File: config.mk
export PLATFORM = sky130hd
export DESIGN_NAME = prog_clk_divider_flat
export DESIGN_NICKNAME = d
export VERILOG_FILES = /design/src/rtl/prog_clk_divider_pkg.sv /design/src/rtl/prog_clk_divider_if.sv /design/src/rtl/prog_clk_divider_ratio_ctrl.sv /design/src/rtl/prog_clk_divider.sv /design/src/flat_wrapper.sv
export SDC_FILE = /design/constraint.sdc
export NUM_CORES = 1
export LEC_CHECK = 0
export CORE_ASPECT_RATIO = 1.2
export CORE_UTILIZATION = 64
export DETAILED_ROUTE_END_ITERATION = 16
export DONT_BUFFER_PORTS = 1
export PLACE_DENSITY = 0.8
export RECOVER_POWER = 100
export SETUP_SLACK_MARGIN = 0.3
export SLEW_MARGIN = 20
export SYNTH_ARGS = -nofsm -noshare
export SYNTH_HDL_FRONTEND = slang
export SYNTH_SLANG_ARGS = --single-unit
File: constraint.sdc
create_clock -name clk_i -period 2.79 [get_ports clk_i]
set_input_delay 0.558 -clock clk_i [delete_from_list [all_inputs] [get_ports clk_i]]
set_output_delay 0.558 -clock clk_i [all_outputs]
set_load 0.05 [all_outputs]
File: src/rtl/prog_clk_divider_pkg.sv
// Shared constants and helpers for the programmable clock divider.
`timescale 1ns/1ps
package clk_div_pkg;

    // Smallest divide ratio the output stage can produce.
    localparam int DIV_MIN = 2;

    // Number of source cycles pos_hi stays high within one output period of ratio n.
    function automatic logic [31:0] half_high(input logic [31:0] n);
        return (n + 32'd1) >> 1;
    endfunction

endpackage

File: src/rtl/prog_clk_divider_if.sv
// Control/status bundle of the programmable clock divider.
`timescale 1ns/1ps
interface prog_clk_divider_if #(
    parameter int CNT_W = 10
);
    logic             en_i;
    logic [CNT_W-1:0] div_i;
    logic             div_load_i;
    logic             clk_o;
    logic             tick_o;
    logic [CNT_W-1:0] cur_div_o;
    logic             pend_o;
    logic             err_o;
    logic             active_o;

    // Requester side: drives run/ratio requests, observes the divided clock.
    modport master (
        output en_i, div_i, div_load_i,
        input  clk_o, tick_o, cur_div_o, pend_o, err_o, active_o
    );

    // Divider side.
    modport slave (
        input  en_i, div_i, div_load_i,
        output clk_o, tick_o, cur_div_o, pend_o, err_o, active_o
    );
endinterface

File: src/rtl/prog_clk_divider_ratio_ctrl.sv
// Ratio bookkeeping: validates loads, holds a pending ratio and swaps it in
// only at output-period boundaries so the running period is never disturbed.
`timescale 1ns/1ps
module clk_div_ratio_ctrl
    import clk_div_pkg::*;
#(
    parameter int CNT_W   = 10,
    parameter int DIV_RST = 7
) (
    input  logic             clk_i,
    input  logic             rst_n,
    input  logic [CNT_W-1:0] div_i,
    input  logic             div_load_i,
    input  logic             boundary_i,
    output logic [CNT_W-1:0] cur_div_o,
    output logic             pend_o,
    output logic             err_o
);

    logic [CNT_W-1:0] pend_div_reg;
    logic [CNT_W-1:0] cur_div_reg;
    logic             pend_reg;
    logic             err_reg;
    logic             load_ok;
    logic             load_bad;

    assign load_ok  = div_load_i && (div_i >= CNT_W'(DIV_MIN));
    assign load_bad = div_load_i && (div_i <  CNT_W'(DIV_MIN));

    // A load arriving on a boundary edge wins over the apply-clear, so it waits for the next boundary.
    always_ff @(posedge clk_i or negedge rst_n) begin
        if (!rst_n) begin
            pend_div_reg <= CNT_W'(DIV_RST);
            cur_div_reg  <= CNT_W'(DIV_RST);
            pend_reg     <= 1'b0;
            err_reg      <= 1'b0;
        end else begin
            err_reg <= load_bad;
            if (boundary_i && pend_reg) begin
                cur_div_reg <= pend_div_reg;
                pend_reg    <= 1'b0;
            end
            if (load_ok) begin
                pend_div_reg <= div_i;
                pend_reg     <= 1'b1;
            end
        end
    end

    assign cur_div_o = cur_div_reg;
    assign pend_o    = pend_reg;
    assign err_o     = err_reg;

endmodule

File: src/rtl/prog_clk_divider.sv
// Runtime-programmable integer clock divider with 50% duty for odd and even
// ratios. clk_o is formed only from flops: pos_hi for even ratios, and
// pos_hi AND a negedge-delayed copy for odd ratios (half-cycle stretch).
`timescale 1ns/1ps
module prog_clk_divider
    import clk_div_pkg::*;
#(
    parameter int CNT_W   = 10,
    parameter int DIV_RST = 7
) (
    input  logic              clk_i,
    input  logic              rst_n,
    prog_clk_divider_if.slave bus
);

    logic [CNT_W-1:0] cnt_reg;
    logic [CNT_W-1:0] cnt_inc;
    logic [CNT_W-1:0] cur_div;
    logic [31:0]      high_cnt;
    logic             run_reg;
    logic             pos_hi_reg;
    logic             neg_hi_reg;
    logic             tick_reg;
    logic             pend;
    logic             err;
    logic             wrap;
    logic             start;
    logic             boundary;

    assign cnt_inc  = cnt_reg + CNT_W'(1);
    assign high_cnt = half_high(32'(cur_div));
    assign wrap     = run_reg && (cnt_reg == (cur_div - CNT_W'(1)));
    assign start    = !run_reg && bus.en_i;
    assign boundary = start || wrap;

    clk_div_ratio_ctrl #(
        .CNT_W   (CNT_W),
        .DIV_RST (DIV_RST)
    ) u_ratio_ctrl (
        .clk_i      (clk_i),
        .rst_n      (rst_n),
        .div_i      (bus.div_i),
        .div_load_i (bus.div_load_i),
        .boundary_i (boundary),
        .cur_div_o  (cur_div),
        .pend_o     (pend),
        .err_o      (err)
    );

    // Period counter, run control and the posedge half of the output stage.
    always_ff @(posedge clk_i or negedge rst_n) begin
        if (!rst_n) begin
            cnt_reg    <= '0;
            run_reg    <= 1'b0;
            pos_hi_reg <= 1'b0;
            tick_reg   <= 1'b0;
        end else if (start) begin
            cnt_reg    <= '0;
            run_reg    <= 1'b1;
            pos_hi_reg <= 1'b1;
            tick_reg   <= 1'b1;
        end else if (wrap) begin
            // A stop request only takes effect here, after the period has completed.
            cnt_reg    <= '0;
            run_reg    <= bus.en_i;
            pos_hi_reg <= bus.en_i;
            tick_reg   <= bus.en_i;
        end else if (run_reg) begin
            cnt_reg    <= cnt_inc;
            pos_hi_reg <= (32'(cnt_inc) < high_cnt);
            tick_reg   <= 1'b0;
        end else begin
            pos_hi_reg <= 1'b0;
            tick_reg   <= 1'b0;
        end
    end

    // Half-cycle delayed copy of pos_hi used to stretch odd-ratio high time.
    always_ff @(negedge clk_i or negedge rst_n) begin
        if (!rst_n) begin
            neg_hi_reg <= 1'b0;
        end else begin
            neg_hi_reg <= pos_hi_reg;
        end
    end

    // cur_div parity only changes at a boundary, where both stage flops are low before the edge.
    assign bus.clk_o     = cur_div[0] ? (pos_hi_reg & neg_hi_reg) : pos_hi_reg;
    assign bus.tick_o    = tick_reg;
    assign bus.cur_div_o = cur_div;
    assign bus.pend_o    = pend;
    assign bus.err_o     = err;
    assign bus.active_o  = run_reg;

endmodule

File: src/flat_wrapper.sv
// flat-port wrapper written by rule: the top's interface ports become plain ports
module prog_clk_divider_flat import clk_div_pkg::*;
#(
    parameter int CNT_W   = 10,
    parameter int DIV_RST = 7
)
  (clk_i, rst_n, bus_en_i, bus_div_i, bus_div_load_i, bus_clk_o, bus_tick_o, bus_cur_div_o, bus_pend_o, bus_err_o, bus_active_o);
  prog_clk_divider_if #(.CNT_W(CNT_W)) bus_i ();
  input  logic clk_i;
  input  logic rst_n;
  input wire logic [$bits(bus_i.en_i)-1:0] bus_en_i;
  input wire logic [$bits(bus_i.div_i)-1:0] bus_div_i;
  input wire logic [$bits(bus_i.div_load_i)-1:0] bus_div_load_i;
  output wire logic [$bits(bus_i.clk_o)-1:0] bus_clk_o;
  output wire logic [$bits(bus_i.tick_o)-1:0] bus_tick_o;
  output wire logic [$bits(bus_i.cur_div_o)-1:0] bus_cur_div_o;
  output wire logic [$bits(bus_i.pend_o)-1:0] bus_pend_o;
  output wire logic [$bits(bus_i.err_o)-1:0] bus_err_o;
  output wire logic [$bits(bus_i.active_o)-1:0] bus_active_o;
  assign bus_i.en_i = bus_en_i;
  assign bus_i.div_i = bus_div_i;
  assign bus_i.div_load_i = bus_div_load_i;
  assign bus_clk_o = bus_i.clk_o;
  assign bus_tick_o = bus_i.tick_o;
  assign bus_cur_div_o = bus_i.cur_div_o;
  assign bus_pend_o = bus_i.pend_o;
  assign bus_err_o = bus_i.err_o;
  assign bus_active_o = bus_i.active_o;
  prog_clk_divider #(.CNT_W(CNT_W), .DIV_RST(DIV_RST)) u_core (.clk_i(clk_i), .rst_n(rst_n), .bus(bus_i));
endmodule
==> key figures <==
Run status
  – Status: complete, but fails checks
  – Failing checks: capacitance limit, slew limit, setup timing

Yosys
  – Avg Synthesized Cell Area: 8.72 sq um
  – EDFF count, synth: 0
  – Leading area contributor after synthesis: dfrtp_1
  – Top cell type's share of synthesized area: between 20% and 30%
  – Post-synthesis sequential area ratio: 35.4%
  – Post-synthesis register bit count: 36
  – Net count after synthesis: 320
  – Most frequent cell after synthesis: nand2_1
  – Dominant synthesized flop cell: dfrtp_1
  – Synth area leaders: dfrtp_1 (28%), dfstp_2 (6.2%), ha_1 (5.9%), xnor2_1 (4.4%), mux2_2 (4.4%)
  – Library cells used by synthesis: 41
  – Post-synth ARST share: between 90% and 100%
  – Synth Warn #: 0
  – Synth Instances: between 200 and 300
  – Synthesized cell area: 2560 sq um
  – Top cells by count, synth: nand2_1 (30), dfrtp_1 (29), nor2_1 (17)

Global route
  – First-pass GRT wire length: about 9.9 mm
  – Vias in the first global route: 2120
  – Largest net degree at the start of global routing: 33
  – Initial antenna violation count: 0
  – Overall routing resource usage: roughly a third
  – Total congestion overflow: 0

Floorplanning
  – Die area: between 4000 and 5000 sq um
  – Die Wd: around 60 um
  – Starting Density: between 60% and 70%
  – Die height: 71.3 um
  – Core area: approximately 3700 sq um
  – I/O pin total: 29
  – # rows: 24

Critical path
  – Crit-path max FO: 1
  – Critical Path AT: about 2.4 ns
  – CP top delay family: flip-flops
  – CP max stage cell: dfrtn_1
  – CP bufs+invs: 0
  – Worst setup path category: reg -> out
  – Crit path capture type: primary output
  – Slowest stage delay, CP: between 0.4 and 0.5 ns
  – Critical Path RT: 2.23 ns
  – CP Launch Type: flip-flop
  – CP cell instances: o21a_4

Cells and area
  – Final net count: about 330
  – Storage cell area: about 900 sq um
  – Diodes inserted: 0
  – Fraction of layout cells with a size suffix above 1: around a fifth
  – Area delta synth->final: 12.2%
  – Total of fill cells in the finished design: around 290
  – Multi-input logic area: 1570 sq um
  – Final instance count without filler cells: approximately 360
  – Post-layout instance area: around 2900 sq um

Clock network
  – Clk slew on worst S/H paths: roughly 0.070 ns
  – Worst skew pair latency: roughly 0.30 ns
  – CTS tree: built
  – TritonCTS Buffers: 5
  – CTS Buffer Depth: 2
  – Root Buffer: clkbuf_8
  – Max H-tree Level: 2
  – CTS Sinks: 36

Drt
  – Drt via density: between 6 and 7
  – Antenna-violating nets left: 0
  – 1st-iter DRT viols: about 220
  – DRC viols: 0
  – First-pass DRT Iterations: 7
  – Vias: about 2200
  – Post-detailed-route wirelength per cell: approximately 17 um
  – Total wire length: 6.20 mm

Timing
  – Min Hold Slack: 0.0907 ns
  – Clock Skews: between 0.003 and 0.004 ns
  – Setup-failing EPs final: 8
  – Final slew viol count: 30
  – Final hold viol count: 0
  – Slew @ Worst Pin: between 1.5 and 2 ns
  – Rel. slew slack: -12.1%
  – RSZ-0062 raised after global routing: true
  – Setup slack after layout: -0.136 ns

Placement
  – Placed cells: 341
  – Setup Slack @ Placement: 0.200 ns
  – DP Wirelength: ~4.2 mm
  – Gpl congestion: 0.865
  – IO buf count: 0
  – Placement Cell Area: between 2000 and 3000 sq um

Flow run
  – Max cap viols: 1

Power
  – Tot Pwr: between 1 and 1.5 mW
  – Leakage: between 1 and 1.5 nW
  – Power Dens Cells: ~380 nW/um^2
  – Peak VDD IR: 0.342 mV

Hold path
  – Worst hold path type: in -> async
## kinds of logic (layout without fill, tap and decap cells)
family	after synthesis	in the layout	synth area share, %
AND/OR/NAND/NOR	107	107	21.3
AO/OA/AOI/OAI	66	66	17.3
flip-flops	36	36	35.4
buffers and inverters	36	51	6.35
XOR/XNOR	25	25	8.54
adder cells (fa/ha/maj)	12	12	5.86
multiplexers	12	12	5.18
## where the power goes
part	total [mW]	internal, mW	switching, mW
sequential	0.573	0.547	0.0257
combinational	0.118	0.0533	0.0642
clock	0.403	0.201	0.202
## layer usage
metal  routed length, um  GRT usage, %  up-vias
li1                    -             -     1081
met1                2570          38.2     1074
met2                3120          53.6       73
met3                 328          5.78       18
met4                 175          13.4        0
met5                   0             0        -
## cells in the final DEF, fill, tap and decap left out, types with 9 or more instances in the layout
cell / count
nand2_1: 30
dfrtp_1: 27
nor2_1: 16
inv_1: 14
buf_4: 14
nand4_1: 13
a21oi_1: 12
xnor2_1: 12
xor2_1: 11
a31oi_1: 11
clkbuf_1: 11
mux2_2: 10
o22ai_1: 10
o211ai_1: 10
ha_1: 10
nand3_1: 9
## path summary, 6_finish.rpt
path | from | end | slack, ns | cells after the start
max in group asynchronous | rst_n | u_core.cnt_reg[1] | 1.02 | 1
max reg2reg | u_core.u_ratio_ctrl.cur_div_o[1] | u_core.bus.active_o | -0.04 | 6
min | rst_n | u_core.u_ratio_ctrl.cur_div_o[1] | 0.09 | 0
min reg2reg | u_core.u_ratio_ctrl.pend_div_reg[5] | u_core.u_ratio_ctrl.pend_div_reg[5] | 0.54 | 1
min in group clk_i | bus_div_load_i | u_core.u_ratio_ctrl.err_o | 0.40 | 2
max | u_core.neg_hi_reg | bus_clk_o | -0.14 | 1
## area by class of cell
class / instances / area share [%]
tap: 52 / 2.26
timing repair buffer: 29 / 6.48
clock buffer: 7 / 3.00
sequential: 36 / 31.7
inverter: 14 / 1.83
multi-input combinational: 222 / 54.5
clock inverter: 1 / 0.261
## metrics by stage
step	TNS [ns]	util (%)
floorplan	0	-
global placement	0	71.5
detailed placement	0	71.5
CTS	-0.123	74.6
global route	-2.30	77.2
finish	-0.226	77.2
## repair_timing
| item | CTS | global route |
|---|---|---|
| cloned | 0 | 1 |
| pin swaps | 0 | 6 |
| hold buffers | 1 | 0 |
| gates resized for setup | 2 | 18 |
| setup endpoints to repair | 2 | 17 |
| endpoints found under the hold margin | 29 | 0 |
| buffers inserted | 0 | 10 |
Note: power is estimated with default switching activity, not from simulation.
